File: src/rtl/dcp_cmd_scanner_if.sv
// rtl/dcp_cmd_scanner_if.sv - UART byte stream and DCP request/response bundle for the command scanner
interface dcp_cmd_scanner_if;
  logic [7:0]  d_rx;
  logic        vld_rx;
  logic        rdy_rx;
  logic        req_rx;
  logic        type_rx;
  logic [31:0] din_rx;
  logic        flag_rx;
  logic        ack_rx;

  modport master (
    output d_rx, vld_rx, req_rx, type_rx,
    input  rdy_rx, din_rx, flag_rx, ack_rx
  );

  modport slave (
    input  d_rx, vld_rx, req_rx, type_rx,
    output rdy_rx, din_rx, flag_rx, ack_rx
  );
endinterface

File: src/rtl/dcp_cmd_scanner.sv
// rtl/dcp_cmd_scanner.sv - DCP receive-side scanner: returns one command char or a CR-terminated hex number
module dcp_cmd_scanner #(
  parameter int HEX_DIGITS = 8,
  parameter bit DROP_LF    = 1'b1
) (
  input logic            clk,
  input logic            rstn,
  dcp_cmd_scanner_if.slave bus
);
  localparam int AW = 4 * HEX_DIGITS;
  localparam int CW = $clog2(HEX_DIGITS + 1);

  typedef enum logic [1:0] {IDLE, WAIT_CHAR, WAIT_HEX, DONE} state_t;

  state_t        state;
  logic [AW-1:0] acc;
  logic [CW-1:0] cnt;
  logic          xfer;
  logic          is_hex;
  logic [3:0]    nib;
  logic [7:0]    up_byte;
  logic          is_lf;

  assign xfer  = bus.vld_rx && bus.rdy_rx;
  assign is_lf = DROP_LF && (bus.d_rx == 8'h0A);

  always_comb begin
    is_hex  = 1'b0;
    nib     = 4'h0;
    up_byte = bus.d_rx;
    if (bus.d_rx >= 8'h30 && bus.d_rx <= 8'h39) begin
      is_hex = 1'b1;
      nib    = 4'(bus.d_rx - 8'h30);
    end else if (bus.d_rx >= 8'h41 && bus.d_rx <= 8'h46) begin
      is_hex = 1'b1;
      nib    = 4'(bus.d_rx - 8'h37);
    end else if (bus.d_rx >= 8'h61 && bus.d_rx <= 8'h66) begin
      is_hex = 1'b1;
      nib    = 4'(bus.d_rx - 8'h57);
    end
    if (bus.d_rx >= 8'h61 && bus.d_rx <= 8'h7A) begin
      up_byte = bus.d_rx - 8'h20;
    end
  end

  // rdy_rx/ack_rx are registered alongside the state so neither depends on vld_rx
  always_ff @(posedge clk) begin
    if (!rstn) begin
      state       <= IDLE;
      acc         <= '0;
      cnt         <= '0;
      bus.rdy_rx  <= 1'b0;
      bus.ack_rx  <= 1'b0;
      bus.din_rx  <= 32'h0;
      bus.flag_rx <= 1'b0;
    end else begin
      bus.ack_rx <= 1'b0;
      case (state)
        IDLE: begin
          if (bus.req_rx) begin
            acc        <= '0;
            cnt        <= '0;
            bus.rdy_rx <= 1'b1;
            state      <= bus.type_rx ? WAIT_HEX : WAIT_CHAR;
          end
        end
        WAIT_CHAR: begin
          if (xfer && !is_lf) begin
            bus.din_rx  <= {24'h0, up_byte};
            bus.flag_rx <= 1'b1;
            bus.rdy_rx  <= 1'b0;
            bus.ack_rx  <= 1'b1;
            state       <= DONE;
          end
        end
        WAIT_HEX: begin
          if (xfer) begin
            if (is_hex) begin
              // oldest digit falls off the top once HEX_DIGITS are held
              acc <= {acc[AW-5:0], nib};
              if (cnt < CW'(HEX_DIGITS)) cnt <= cnt + CW'(1);
            end else if (bus.d_rx == 8'h08) begin
              if (cnt != '0) begin
                acc <= acc >> 4;
                cnt <= cnt - CW'(1);
              end
            end else if (bus.d_rx == 8'h0D) begin
              bus.din_rx  <= 32'(acc);
              bus.flag_rx <= (cnt != '0);
              bus.rdy_rx  <= 1'b0;
              bus.ack_rx  <= 1'b1;
              state       <= DONE;
            end
          end
        end
        DONE: begin
          state <= IDLE;
        end
        default: begin
          state      <= IDLE;
          bus.rdy_rx <= 1'b0;
        end
      endcase
    end
  end
endmodule

File: src/flat_wrapper.sv
// flat-port wrapper written by rule: the top's interface ports become plain ports
module dcp_cmd_scanner_flat 
#(
  parameter int HEX_DIGITS = 8,
  parameter bit DROP_LF    = 1'b1
)
  (clk, rstn, bus_d_rx, bus_vld_rx, bus_req_rx, bus_type_rx, bus_rdy_rx, bus_din_rx, bus_flag_rx, bus_ack_rx);
  dcp_cmd_scanner_if bus_i ();
  input logic clk;
  input logic rstn;
  input wire logic [$bits(bus_i.d_rx)-1:0] bus_d_rx;
  input wire logic [$bits(bus_i.vld_rx)-1:0] bus_vld_rx;
  input wire logic [$bits(bus_i.req_rx)-1:0] bus_req_rx;
  input wire logic [$bits(bus_i.type_rx)-1:0] bus_type_rx;
  output wire logic [$bits(bus_i.rdy_rx)-1:0] bus_rdy_rx;
  output wire logic [$bits(bus_i.din_rx)-1:0] bus_din_rx;
  output wire logic [$bits(bus_i.flag_rx)-1:0] bus_flag_rx;
  output wire logic [$bits(bus_i.ack_rx)-1:0] bus_ack_rx;
  assign bus_i.d_rx = bus_d_rx;
  assign bus_i.vld_rx = bus_vld_rx;
  assign bus_i.req_rx = bus_req_rx;
  assign bus_i.type_rx = bus_type_rx;
  assign bus_rdy_rx = bus_i.rdy_rx;
  assign bus_din_rx = bus_i.din_rx;
  assign bus_flag_rx = bus_i.flag_rx;
  assign bus_ack_rx = bus_i.ack_rx;
  dcp_cmd_scanner #(.HEX_DIGITS(HEX_DIGITS), .DROP_LF(DROP_LF)) u_core (.clk(clk), .rstn(rstn), .bus(bus_i));
endmodule
File: config.mk
export PLATFORM = sky130hd
export DESIGN_NAME = dcp_cmd_scanner_flat
export DESIGN_NICKNAME = d
export VERILOG_FILES = /design/src/rtl/dcp_cmd_scanner_if.sv /design/src/rtl/dcp_cmd_scanner.sv /design/src/flat_wrapper.sv
export SDC_FILE = /design/constraint.sdc
export NUM_CORES = 1
export LEC_CHECK = 0
export BUFFER_PORTS_ARGS = -buffer_cell sky130_fd_sc_hd__buf_2
export CORE_MARGIN = 1.5
export CORE_UTILIZATION = 30
export DETAILED_ROUTE_END_ITERATION = 10
export SLEW_MARGIN = 25
export SYNTH_ARGS = -nofsm -noshare
export SYNTH_HDL_FRONTEND = slang
export SYNTH_SLANG_ARGS = --single-unit
File: constraint.sdc
create_clock -name clk -period 3.51 [get_ports clk]
set_clock_uncertainty 0.15 [all_clocks]
set_input_delay 0.5265 -clock clk [delete_from_list [all_inputs] [get_ports clk]]
set_output_delay 0.5265 -clock clk [all_outputs]
set_load 0.02 [all_outputs]
### Yosys cells after proc, flatten, opt, wreduce, memory -nomap -nowiden

Cells that the tools add are included.

* register bits after elaboration: 73
* latch bits: 0
* memory bits (writable): 0
* ROM bits: 0
* bits of input ports: 13
* logic and storage cells: 106
* memories: 0

* $add $sub $neg: 6
* multipliers: 0
* divide/modulo/power cells: 0
* $lt $le $gt $ge: 8
* eq/ne operators: 15
* shift-type cells: 0
* muxes and demuxes: 53
* bitwise logic cells: 0
* reductions and logical operators: 17

Operator list (count)
* $mux 32: 10
* $pmux 32 s2: 2
* $mux 4: 9
* $eq 8x4->1 const B: 3
* $le 8x7->1 const B: 3
* $mux 1: 19
* $reduce_and 6->1: 3
* $ge 8x7->1 const B: 2
* $mux 2: 7
* $ge 8x6->1 const B: 1
* $le 8x6->1 const B: 1
* $mux 8: 1
* $pmux 2 s4: 1
* $pmux 4 s2: 1
* $sub 4x1->4 const B: 2
* $sub 4x3->4 const B: 2
* $sub 8x6->8 const B: 1
* $reduce_and 7->1: 1
* $logic_and 1x1->1: 6
* $ne 2x1->1 const B: 3
* $ne 2x2->1 const B: 3
* $ne 3x1->1 const B: 2
* $reduce_and 5->1: 1
* $add 4x1->4 const B: 1
* other kinds (11): 14

### Depth between registers and ports, before layout

Gate-level depths: netlist (run 1).

* depth in word-level cells: 8
* mapped depth: 13

### Worst setup path before layout (run 1)

No wires, ideal clock.

* path type: input port to flip-flop
* start: input port bus_d_rx[6]
* end: register u_core.cnt[2]
* library setup time: 75 ps
* arrival: 3020 ps
* slack: 265 ps
* cell stages on the path: 13
* buffers on the path: 2
* cells stage by stage: clkbuf_2 -> inv_1 -> ha_1 -> and4_1 -> o211ai_1 -> nand2_1 -> buf_1 -> xnor2_1 -> ha_1 -> or3_1 -> a211oi_1 -> nor2_1 -> o22ai_1

* word-level cells in the longest chain between the ends: 8
* elaborated cells on any way between the ends: 20

Ends and longest elaborated chain
* start, declared: RTL line flat_wrapper.sv:11 `input wire logic [$bits(bus_i.d_rx)-1:0] bus_d_rx;`
* $ge 8x7->1 / $le 8x7->1 (equally long branches): RTL line dcp_cmd_scanner.sv:37 `end else if (bus.d_rx >= 8'h61 && bus.d_rx <= 8'h66) begin`
* $logic_and 1x1->1: RTL line dcp_cmd_scanner.sv:37
* $mux 1: RTL line dcp_cmd_scanner.sv:37
* $mux 1: RTL line dcp_cmd_scanner.sv:34 `end else if (bus.d_rx >= 8'h41 && bus.d_rx <= 8'h46) begin`
* $mux 1: RTL line dcp_cmd_scanner.sv:31 `if (bus.d_rx >= 8'h30 && bus.d_rx <= 8'h39) begin`
* $mux 4: RTL line dcp_cmd_scanner.sv:78 `if (is_hex) begin`
* $mux 4: RTL line dcp_cmd_scanner.sv:77 `if (xfer) begin`
* $pmux 4 s2: RTL line dcp_cmd_scanner.sv:58 `case (state)`
* end signal, assigned: RTL line dcp_cmd_scanner.sv:81 `if (cnt < CW'(HEX_DIGITS)) cnt <= cnt + CW'(1);`
* end signal, assigned: RTL line dcp_cmd_scanner.sv:85 `cnt <= cnt - CW'(1);`
* end, declared: RTL line dcp_cmd_scanner.sv:17 `logic [CW-1:0] cnt;`

Several ways; a longest one is shown, not always the timed one. The select of a mux whose other input is x is not followed.
A chain may end at the register's enable or synchronous reset.

### Final worst setup path (run 1)

* start: input port bus_d_rx[1]
* end: register u_core.acc[27]

* word-level cells in the longest chain between the ends: 8
* elaborated cells on any way between the ends: 19

Ends and longest elaborated chain
* $ge 8x7->1 / $le 8x7->1 (equally long branches): RTL line dcp_cmd_scanner.sv:37
* $logic_and 1x1->1: RTL line dcp_cmd_scanner.sv:37
* $mux 1: RTL line dcp_cmd_scanner.sv:37
* $mux 1: RTL line dcp_cmd_scanner.sv:34
* $mux 1: RTL line dcp_cmd_scanner.sv:31
* $mux 32: RTL line dcp_cmd_scanner.sv:78
* $mux 32: RTL line dcp_cmd_scanner.sv:77
* $pmux 32 s2: RTL line dcp_cmd_scanner.sv:58
* end signal, assigned: RTL line dcp_cmd_scanner.sv:80 `acc <= {acc[AW-5:0], nib};`
* end signal, assigned: RTL line dcp_cmd_scanner.sv:84 `acc <= acc >> 4;`
* end, declared: RTL line dcp_cmd_scanner.sv:16 `logic [AW-1:0] acc;`

Several ways; a longest one is shown, not always the timed one. The select of a mux whose other input is x is not followed.

==> metrics.yaml, run 1 <==
outcome:
  status: "completed"
floorplanning:
  io_pins: 48
  start_util_pct: 31.03
  num_rows: 38
  core-area_um2: 10940
  die_x_um: 109.4
  fp.dieH_um: 109.4
  dieArea_um2: 11960
placement:
  place_ws_ns: 0.3310
  place_congestion: 0.9182
  port_buffers: 47
  hpwl_um: 6182
timing:
  fmax_mhz: 344.0
  period_needed_ns: 2.907
  setup_slack_ns: 0.6027
  slew_violations: 0
  rsz0062_at_grt: "false"
  setup_viol: 0
  relSlewSlack_pct: 37.17
  setup_tns_ns: 0
  final-hold-violation-count: 0
  fin_crit_sh_pct: 82.83
  worstMarginPinSlew_ns: 0.9425
critical_path:
  r2r_setup_slack_ns: 0.77
  worstSetupEndpointType: "register"
  r2r_cells: 5
  path_class: "in2reg"
  max_stage_delay_ns: 0.79
  worstPathRequired_ns: 3.62
  reg2reg_from: "u_core.cnt[3]"
  worstPathMaxFanout: 24
  worst_path_most_repeated_cell: "and2_1"
  critical_path.startpoint: "bus_d_rx[1]"
  path_cells: "buf_2 -> inv_1 -> ha_1 -> nor3b_1 -> nor4b_2 -> and2_1 -> o31ai_1 -> and2_1 -> o2bb2ai_1"
  cp.arrival_ns: 3.01
  slowest_stage: "and2_1"
  crit_path_start_kind: "primary input"
clock_tree:
  clock_latency_ns: 0.33
  ctsResizeCount: 0
  clock_path_buffers: 2
  clk_pin_slew_worst_paths_ns: 0.06
  numCtsBuffers: 9
  cts_setup_buffers: 0
  cts_max_level: 3
  ctsHoldBuffers: 0
  cts_tree: "yes"
  cts.sinks: 73
  root_buffer: "clkbuf_16"
finish:
  drive_above_1_share_pct: 20.05
  synthToLayoutAreaGrowth_pct: 19.03
  antenna_cells: 0
  final_nets: 419
global_routing:
  grt_overflow: 0
  grt_max_degree: 32
  grt_pass1_vias: 2839
  antenna_found_initial: 0
  grt_use_total_pct: 15.92
  grt_pass1_wl_um: 14730
route:
  ant_nets: 0
  drt_first_iter_violations: 141
  drc: 0
  viasPerCell: 5.692
  vias: 3068
  routedWlPerCell_um: 16.69
  drt_pass1_iterations: 7
  routed_wirelength_um: 8994
worst_hold_path:
  min_path_type: "reg2reg"
  holdPathStages: 2
  min_from: "u_core.acc[31]"
synth:
  synth_top_flop_cell: "dfxtp_1"
  synth_top_area_share_pct: 43.07
  syn_area_um2: 3393
  async_flop_share_pct: 0
  synth_area_per_cell_um2: 9.585
  ys_warn_count: 0
  synth_common_cells: "dfxtp_1 (73), a22oi_1 (25), a32o_1 (24), o2bb2ai_1 (24), a21oi_1 (20)"
  syn-instance-count: 354
  synth_area_leader_cell: "dfxtp_1"
  seq_area_frac_synth_pct: 43.07
  synth_most_common_cell: "dfxtp_1"
  synth_edf_count: 0
  synth-seq-cells: 73
  synth_fp_nets: 379
  synth_area_leaders: "dfxtp_1 (43%), a32o_1 (7.1%), o2bb2ai_1 (6.2%)"
  ys_types: 52
power:
  peakVddDrop_uv: 198.0
  powerDensity_nw_per_um2: 641.4
  p_leak_nw: 1.524
job:
  drv_cap: 0
-- per-stage QoR --
step	utilization, %	instances	hold slack (ns)	instance area, µm²	power, mW
after CTS	36.93	539	0.3263	4039	2.602
after floorplan	-	354	0.2940	3393	1.516
after global routing	36.93	539	0.3583	4039	2.744
after detailed placement	34.39	523	0.3140	3761	1.744
after global placement	34.39	523	0.3124	3761	1.734
final	36.93	539	0.3248	4039	2.590
-- where the power goes --
group	internal (mW)	total (mW)	leakage [nW]	switching (mW)
sequential	0.867	0.904	0.589	0.0368
combinational	0.275	0.834	0.799	0.559
clock	0.483	0.852	0.136	0.370
total	1.63	2.59	1.52	0.965
-- cells by family after synthesis --
group | count (synthesis) | synth area share (%)
AOI/OAI and AO/OA | 143 | 33.78
xor gates and xnor gates | 1 | 0.2582
adders and majority gates | 12 | 4.425
buffers and inverters | 47 | 5.789
DFF | 73 | 43.07
muxes | 4 | 1.180
and+or+nand+nor | 74 | 11.50
-- metal layers --
layer	share of wire, %	vias up	global-route usage, %
li1	-	1463	-
met1	43	1470	20.12
met2	48	110	25.69
met3	5.4	25	3.201
met4	3.0	0	8.071
met5	0	-	0
-- worst max-delay path: cells and delay by family --
kind            cells  cell delay, ns
compound gates      2            0.48
fa+ha+maj           1            0.22
simple gates        4            1.52
buf+inv             2            0.24
-- cell type report --
type,count,area [µm²]
clock buffer,9,225.2
timing repair buffer,59,325.3
multi-input combinational,234,1735
tap,140,175.2
sequential,73,1461
clock inverter,7,52.55
fill,1132,6897
inverter,17,63.81
-- flip-flops by register name, indices dropped and copies added (netlist names) --
| signal | count |
|---|---|
| u_core.bus.ack_rx | 1 |
| u_core.bus.flag_rx | 1 |
| u_core.acc | 32 |
| u_core.bus.rdy_rx | 1 |
| u_core.bus.din_rx | 32 |
| u_core.state | 2 |
| u_core.cnt | 4 |
-- placed cells by master (no fill, tap or decap), types with 4 or more instances in the layout --
cell type / instances
o2bb2ai_1: 24
a21oi_1: 20
ha_1: 12
a211oi_1: 8
mux2i_1: 4
dfxtp_1: 73
clkbuf_16: 9
buf_2: 47
o211a_1: 4
nor2_1: 15
buf_4: 12
a32o_1: 24
nor3_1: 5
a22oi_1: 25
or3_1: 5
nand3_1: 6
o21ai_0: 7
inv_1: 16
o211ai_1: 6
nand4_1: 4
nand2_1: 19
a311oi_1: 4
nand2b_1: 6
-- path summary, 6_finish.rpt --
path	to
setup / recovery	u_core.acc[27]
hold / removal	u_core.acc[31]
setup reg to reg	u_core.acc[27]
hold reg to reg	u_core.acc[31]
(Power assumes the default switching activity.)
==> run 2, diff against run 1 <==
- clock period: 3.51 -> 3 ns (I/O delays scaled with it)
==> run 2 against run 1 <==
Effect of this change:
- global-route usage rose by 0.79 points
- clock power increased by 23%
- largest cell class unchanged
- register-to-register slack got worse by 0.43 ns
- wire length increased by 3.6%
- sequential cell count stayed put
- clock-buffer cell count is 2 higher
- total power grew 21%
- sequential power is 17% higher
- first-iteration DRC count increased by 71%
- combinational power grew 22%
==> metrics.yaml, run 2 (synthesis results as in run 1) <==
outcome:
  status: "completed"  # unchanged
critical_path:
  worstSetupEndpointType: "register"  # unchanged
  reg2reg_from: "u_core.cnt[0]"  # was u_core.cnt[3]
  cp.arrival_ns: 2.78  # was 3.01 ns
  worstPathRequired_ns: 3.12  # was 3.62 ns
  crit_path_start_kind: "register"  # was primary input
  worstPathMaxFanout: 24  # unchanged
  critical_path.startpoint: "u_core.cnt[0]"  # was bus_d_rx[1]
  path_class: "reg2reg"  # was in2reg
power:
  p_leak_nw: 1.568  # was 1.524 nW
  powerDensity_nw_per_um2: 758.3  # was 641.4 nW/µm²
  pwr-share-comb_pct: 32.7  # was 32.2%
  swShare_pct: 35.13  # was 37.27%
  peakVddDrop_uv: 447.8  # was 198.0 µV
  intPower_mw: 2.032  # was 1.625 mW
  power_frac_clock_pct: 33.5  # was 32.9%
  power_switching_mw: 1.100  # was 965.4 µW
  seqPwrFrac_pct: 33.8  # was 34.9%
floorplanning:
  die_x_um: 109.4  # unchanged
  dieArea_um2: 11960  # unchanged
  start_util_pct: 31.03  # unchanged
  io_pins: 48  # unchanged
  core-area_um2: 10940  # unchanged
  fp.dieH_um: 109.4  # unchanged
  num_rows: 38  # unchanged
timing:
  relSlewSlack_pct: 39.30  # was 37.17%
  slew_violations: 0  # unchanged
  setup_viol: 0  # unchanged
  fin_crit_sh_pct: 88.76
  worstMarginPinSlew_ns: 0.9105  # was 0.9425 ns
  period_needed_ns: 2.663
  setup_tns_ns: 0  # unchanged
  setup_slack_ns: 0.3371  # was 0.6027 ns
  rsz0062_at_grt: "false"  # unchanged
  fmax_mhz: 375.5
  holdWs_ns: 0.3187  # was 0.3248 ns
  final-hold-violation-count: 0  # unchanged
global_routing:
  grt_overflow: 0  # unchanged
  grt_pass1_vias: 2926  # was 2839
  grt_pass1_wl_um: 15110  # was 14730 µm
  grt_max_degree: 32  # unchanged
  antenna_found_initial: 0  # unchanged
  grt_use_total_pct: 16.71  # was 15.92%
finish:
  drive_above_1_share_pct: 21.53  # was 20.05%
  layout_commonest_cell: "dfxtp_1"  # unchanged
  final_nets: 426  # was 419
  regArea_um2: 1461  # unchanged
  mostFrequentLayoutCells: "dfxtp_1 (73), buf_2 (47), a22oi_1 (25)"  # unchanged
  final_area_um2: 4131  # was 4039 µm²
  fill_cells: 1127  # was 1132
  antenna_cells: 0  # unchanged
  multi_input_area_um2: 1743  # was 1735 µm²
  reg.largest.list: "u_core.acc: 32 flops, u_core.bus.din_rx: 32 flops, u_core.cnt: 4 flops"  # unchanged
  synthToLayoutAreaGrowth_pct: 21.76  # was 19.03%
clock_tree:
  cts_tree: "yes"  # unchanged
  clock_path_buffers: 2  # unchanged
  clk_pin_slew_worst_paths_ns: 0.05  # was 0.06 ns
  root_buffer: "clkbuf_16"  # unchanged
  cts_max_level: 3  # unchanged
  cts_setup_buffers: 0  # unchanged
  ctsHoldBuffers: 0  # unchanged
  clock_latency_ns: 0.34  # was 0.33 ns
  numCtsBuffers: 9  # unchanged
  cts.sinks: 73  # unchanged
  ctsResizeCount: 0  # unchanged
worst_hold_path:
  min_from: "u_core.acc[29]"  # was u_core.acc[31]
  min_path_type: "reg2reg"  # unchanged
route:
  routedWlPerCell_um: 17.13  # was 16.69 µm
  drt_first_iter_violations: 241  # was 141
  vias: 3045  # was 3068
  routed_wirelength_um: 9317  # was 8994 µm
  viasPerCell: 5.597  # was 5.692
  drt_pass1_iterations: 5  # was 7
  ant_nets: 0  # unchanged
  drc: 0  # unchanged
placement:
  place_ws_ns: 0.03749  # was 0.3310 ns
  dpl_cell_area_um2: 3846  # was 3761 µm²
  hpwl_um: 6245  # was 6182 µm
  port_buffers: 47  # unchanged
  place_congestion: 0.8773  # was 0.9182
job:
  drv_cap: 0  # unchanged
==> run 2: cell types whose count changed in the layout (fill, tap and decap cells not counted), sizes merged <==
| cell | delta |
|---|---|
| clkbuf | +2 |
| buf | +7 |
| clkinv | -3 |
| inv | -2 |
| bufinv | +1 |
==> run 2: power groups by stage <==
stage	Clock [mW]	Sequential [mW]	Combinational [mW]
floorplan	0	1.09	0.694
global route	1.11	1.07	1.12
global placement	0	1.08	0.998
detailed placement	0	1.08	1.01
CTS	1.06	1.06	1.02
finish	1.05	1.06	1.02
==> run 2: critical path, stage by stage (launching register included) <==
cell	delay (ns)
dfxtp_1	0.36
nor4_1	0.62
o41ai_2	0.17
o31ai_1	0.31
and2_1	0.78
o2bb2ai_1	0.19
==> run 2: worst paths after layout <==
| kind | slack [ns] | end | cells past startpoint |
|---|---|---|---|
| worst max register to register | 0.34 | u_core.acc[13] | 5 |
| worst max-delay path | 0.34 | u_core.acc[13] | 5 |
| worst min register to register | 0.32 | u_core.acc[29] | 2 |
| worst min-delay path | 0.32 | u_core.acc[29] | 2 |
==> run 2: through the flow <==
step | cells | utilization (%) | total power, mW
after global placement | 530 | 35.17 | 2.075
after floorplan | 354 | - | 1.782
after CTS | 544 | 37.78 | 3.138
after detailed placement | 530 | 35.17 | 2.084
after global routing | 544 | 37.78 | 3.295
final | 544 | 37.78 | 3.133
==> run 2: area by class of cell <==
type	count	share of cell area, %
clock buffers	11	5.875
clock inverters	3	1.030
multi-input cells	234	42.19
well taps	140	4.240
repair buffers	66	9.752
inverters	17	1.545
flip-flops and latches	73	35.37
==> run 2: routing by layer <==
layer	GRT usage, %	vias to the layer above	share of wire (%)
met2	25.91	57	47
met5	0	-	0
met1	21.94	1500	48
met3	2.608	15	2.7
met4	9.740	0	2.4
li1	-	1473	-
==> run 3, diff against run 2 <==
- clock period: 3 -> 2.8 ns (I/O delays scaled with it)
==> run 3 against run 2 <==
Effect of this change:
- sequential share of layout area decreased by 0.57 points
- via count up 2.3%
- register-to-register slack improved by 0.02 ns
- clock-buffer cell count did not move
- critical path depth is 5 higher
- total power increased by 6.2%
- sequential cell count unchanged
- die area stayed put
- cell count up 1.5%
- design area increased by 1.6%
- critical path type unchanged
- highest routed layer unchanged
==> metrics.yaml, run 3 (synthesis results as in run 1) <==
outcome:
  status: "completed"  # unchanged
timing:
  final-hold-violation-count: 0  # unchanged
  fmax_mhz: 409.5  # was 375.5 MHz
  relSlewSlack_pct: 43.98  # was 39.30%
  slew_violations: 0  # unchanged
  setup_viol: 0  # unchanged
  setup_slack_ns: 0.3581  # was 0.3371 ns
  rsz0062_at_grt: "false"  # unchanged
  worstMarginPinSlew_ns: 0.8192  # was 0.9105 ns
  fin_crit_sh_pct: 87.21  # was 88.76%
  period_needed_ns: 2.442  # was 2.663 ns
worst_hold_path:
  min_path_type: "reg2reg"  # unchanged
  min_from: "u_core.acc[31]"  # was u_core.acc[29]
global_routing:
  grt_pass1_wl_um: 15500  # was 15110 µm
  grt_max_degree: 32  # unchanged
  antenna_found_initial: 0  # unchanged
  grt_pass1_vias: 2984  # was 2926
  grt_use_total_pct: 16.83  # was 16.71%
  grt_overflow: 0  # unchanged
finish:
  antenna_cells: 0  # unchanged
  final_area_um2: 4199  # was 4131 µm²
  mostFrequentLayoutCells: "dfxtp_1 (73), buf_2 (47), a22oi_1 (25)"  # unchanged
  layout_commonest_cell: "dfxtp_1"  # unchanged
  utilization_pct: 38.40  # was 37.78%
  drive_above_1_share_pct: 23.54  # was 21.53%
  synthToLayoutAreaGrowth_pct: 23.75  # was 21.76%
  reg.largest.list: "u_core.acc: 32 flops, u_core.bus.din_rx: 32 flops, u_core.cnt: 4 flops"  # unchanged
  final_nets: 432  # was 426
  stdcell_count: 552  # was 544
critical_path:
  reg2reg_from: "u_core.state[0]"  # was u_core.cnt[0]
  crit_path_start_kind: "register"  # unchanged
  path_cells: "inv_1 -> ha_1 -> nor2b_1 -> a211oi_1 -> buf_4 -> o31ai_1 -> buf_4 -> buf_4 -> or3_1 -> a21oi_1"  # was nor4_1 -> o41ai_2 -> o31ai_1 -> and2_1 -> o2bb2ai_1
  cp.arrival_ns: 2.56  # was 2.78 ns
  worstSetupEndpointType: "register"  # unchanged
  max_stage_delay_ns: 0.37  # was 0.78 ns
  worstPathMaxFanout: 10  # was 24
  critical_path.startpoint: "u_core.state[0]"  # was u_core.cnt[0]
  worstPathRequired_ns: 2.92  # was 3.12 ns
  slowest_stage: "or3_1"  # was and2_1
  worst_path_most_repeated_cell: "buf_4"
  path_class: "reg2reg"  # unchanged
job:
  drv_cap: 0  # unchanged
route:
  drt_first_iter_violations: 233  # was 241
  viasPerCell: 5.645  # was 5.597
  routedWlPerCell_um: 17.01  # was 17.13 µm
  ant_nets: 0  # unchanged
  vias: 3116  # was 3045
  drc: 0  # unchanged
  drt_pass1_iterations: 6  # was 5
  routed_wirelength_um: 9391  # was 9317 µm
clock_tree:
  cts.sinks: 73  # unchanged
  root_buffer: "clkbuf_16"  # unchanged
  ctsResizeCount: 0  # unchanged
  clk_pin_slew_worst_paths_ns: 0.06  # was 0.05 ns
  clock_path_buffers: 2  # unchanged
  cts_max_level: 3  # unchanged
  cts_tree: "yes"  # unchanged
  cts_setup_buffers: 0  # unchanged
  clock_latency_ns: 0.34  # about the same
  ctsHoldBuffers: 0  # unchanged
  numCtsBuffers: 9  # unchanged
placement:
  place_congestion: 0.8293  # was 0.8773
  hpwl_um: 6572  # was 6245 µm
  port_buffers: 47  # unchanged
  place_ws_ns: 0.03757  # was 0.03749 ns
  dpl_cell_area_um2: 3934  # was 3846 µm²
  placed_cells: 536  # was 530
power:
  p_leak_nw: 1.600  # was 1.568 nW
  powerDensity_nw_per_um2: 792.0  # was 758.3 nW/µm²
  peakVddDrop_uv: 444.9  # was 447.8 µV
floorplanning:
  die_x_um: 109.4  # unchanged
  fp.dieH_um: 109.4  # unchanged
  num_rows: 38  # unchanged
  start_util_pct: 31.03  # unchanged
  core-area_um2: 10940  # unchanged
  dieArea_um2: 11960  # unchanged
  io_pins: 48  # unchanged
-- run 3: cell types whose count changed in the layout (fill, tap and decap cells not counted), moves of 2 or more --
cell,before,now
ha_1,11,9
buf_4,17,22
clkinv_2,1,3
clkinv_4,0,2
-- run 3: worst paths after layout --
kind                                        to  cells after the start  slack (ns)
worst max-delay path             u_core.acc[3]                     10        0.36
worst min-delay path            u_core.acc[31]                      2        0.32
worst max register to register   u_core.acc[3]                     10        0.36
worst min register to register  u_core.acc[31]                      2        0.32
-- run 3: stage by stage --
step	power, mW	setup TNS (ns)	hold WS, ns
after CTS	3.333	0	0.3295
after global routing	3.491	0	0.3529
final	3.325	0	0.3248
after global placement	2.276	0	0.3157
after detailed placement	2.306	0	0.3205
after floorplan	1.915	-0.03166	0.2940
-- run 3: where the power goes --
| group | switching (mW) | total [mW] | internal, mW |
|---|---|---|---|
| clock network | 0.426 | 1.02 | 0.597 |
| logic | 0.723 | 1.17 | 0.442 |
| registers | 0.0492 | 1.14 | 1.09 |
| total | 1.20 | 3.33 | 2.13 |
-- run 3: layout make-up --
cell class                 count  area (µm²)
fill                        1105        6736
multi-input combinational    234        1765
sequential                    73        1461
timing repair buffer          72       460.4
clock buffer                  11       232.7
tap                          140       175.2
inverter                      17       71.32
clock inverter                 5       32.53
-- run 3: worst max-delay path: cells and delay by family, from the launching register on --
kind	cells	cell delay, ns
buffers and inverters	4	0.64
and+or+nand+nor	2	0.56
AOI/OAI and AO/OA	3	0.44
DFF	1	0.33
adders and majority gates	1	0.26
-- run 3: per-layer routing --
metal / vias to the layer above / global-route usage, % / wire [µm] / share of wire, %
li1: 1489 / - / - / -
met1: 1534 / 21.53 / 4196 / 45
met2: 80 / 27.82 / 4696 / 50
met3: 13 / 2.430 / 309 / 3.3
met4: 0 / 7.978 / 189 / 2.0
met5: - / 0 / 0 / 0
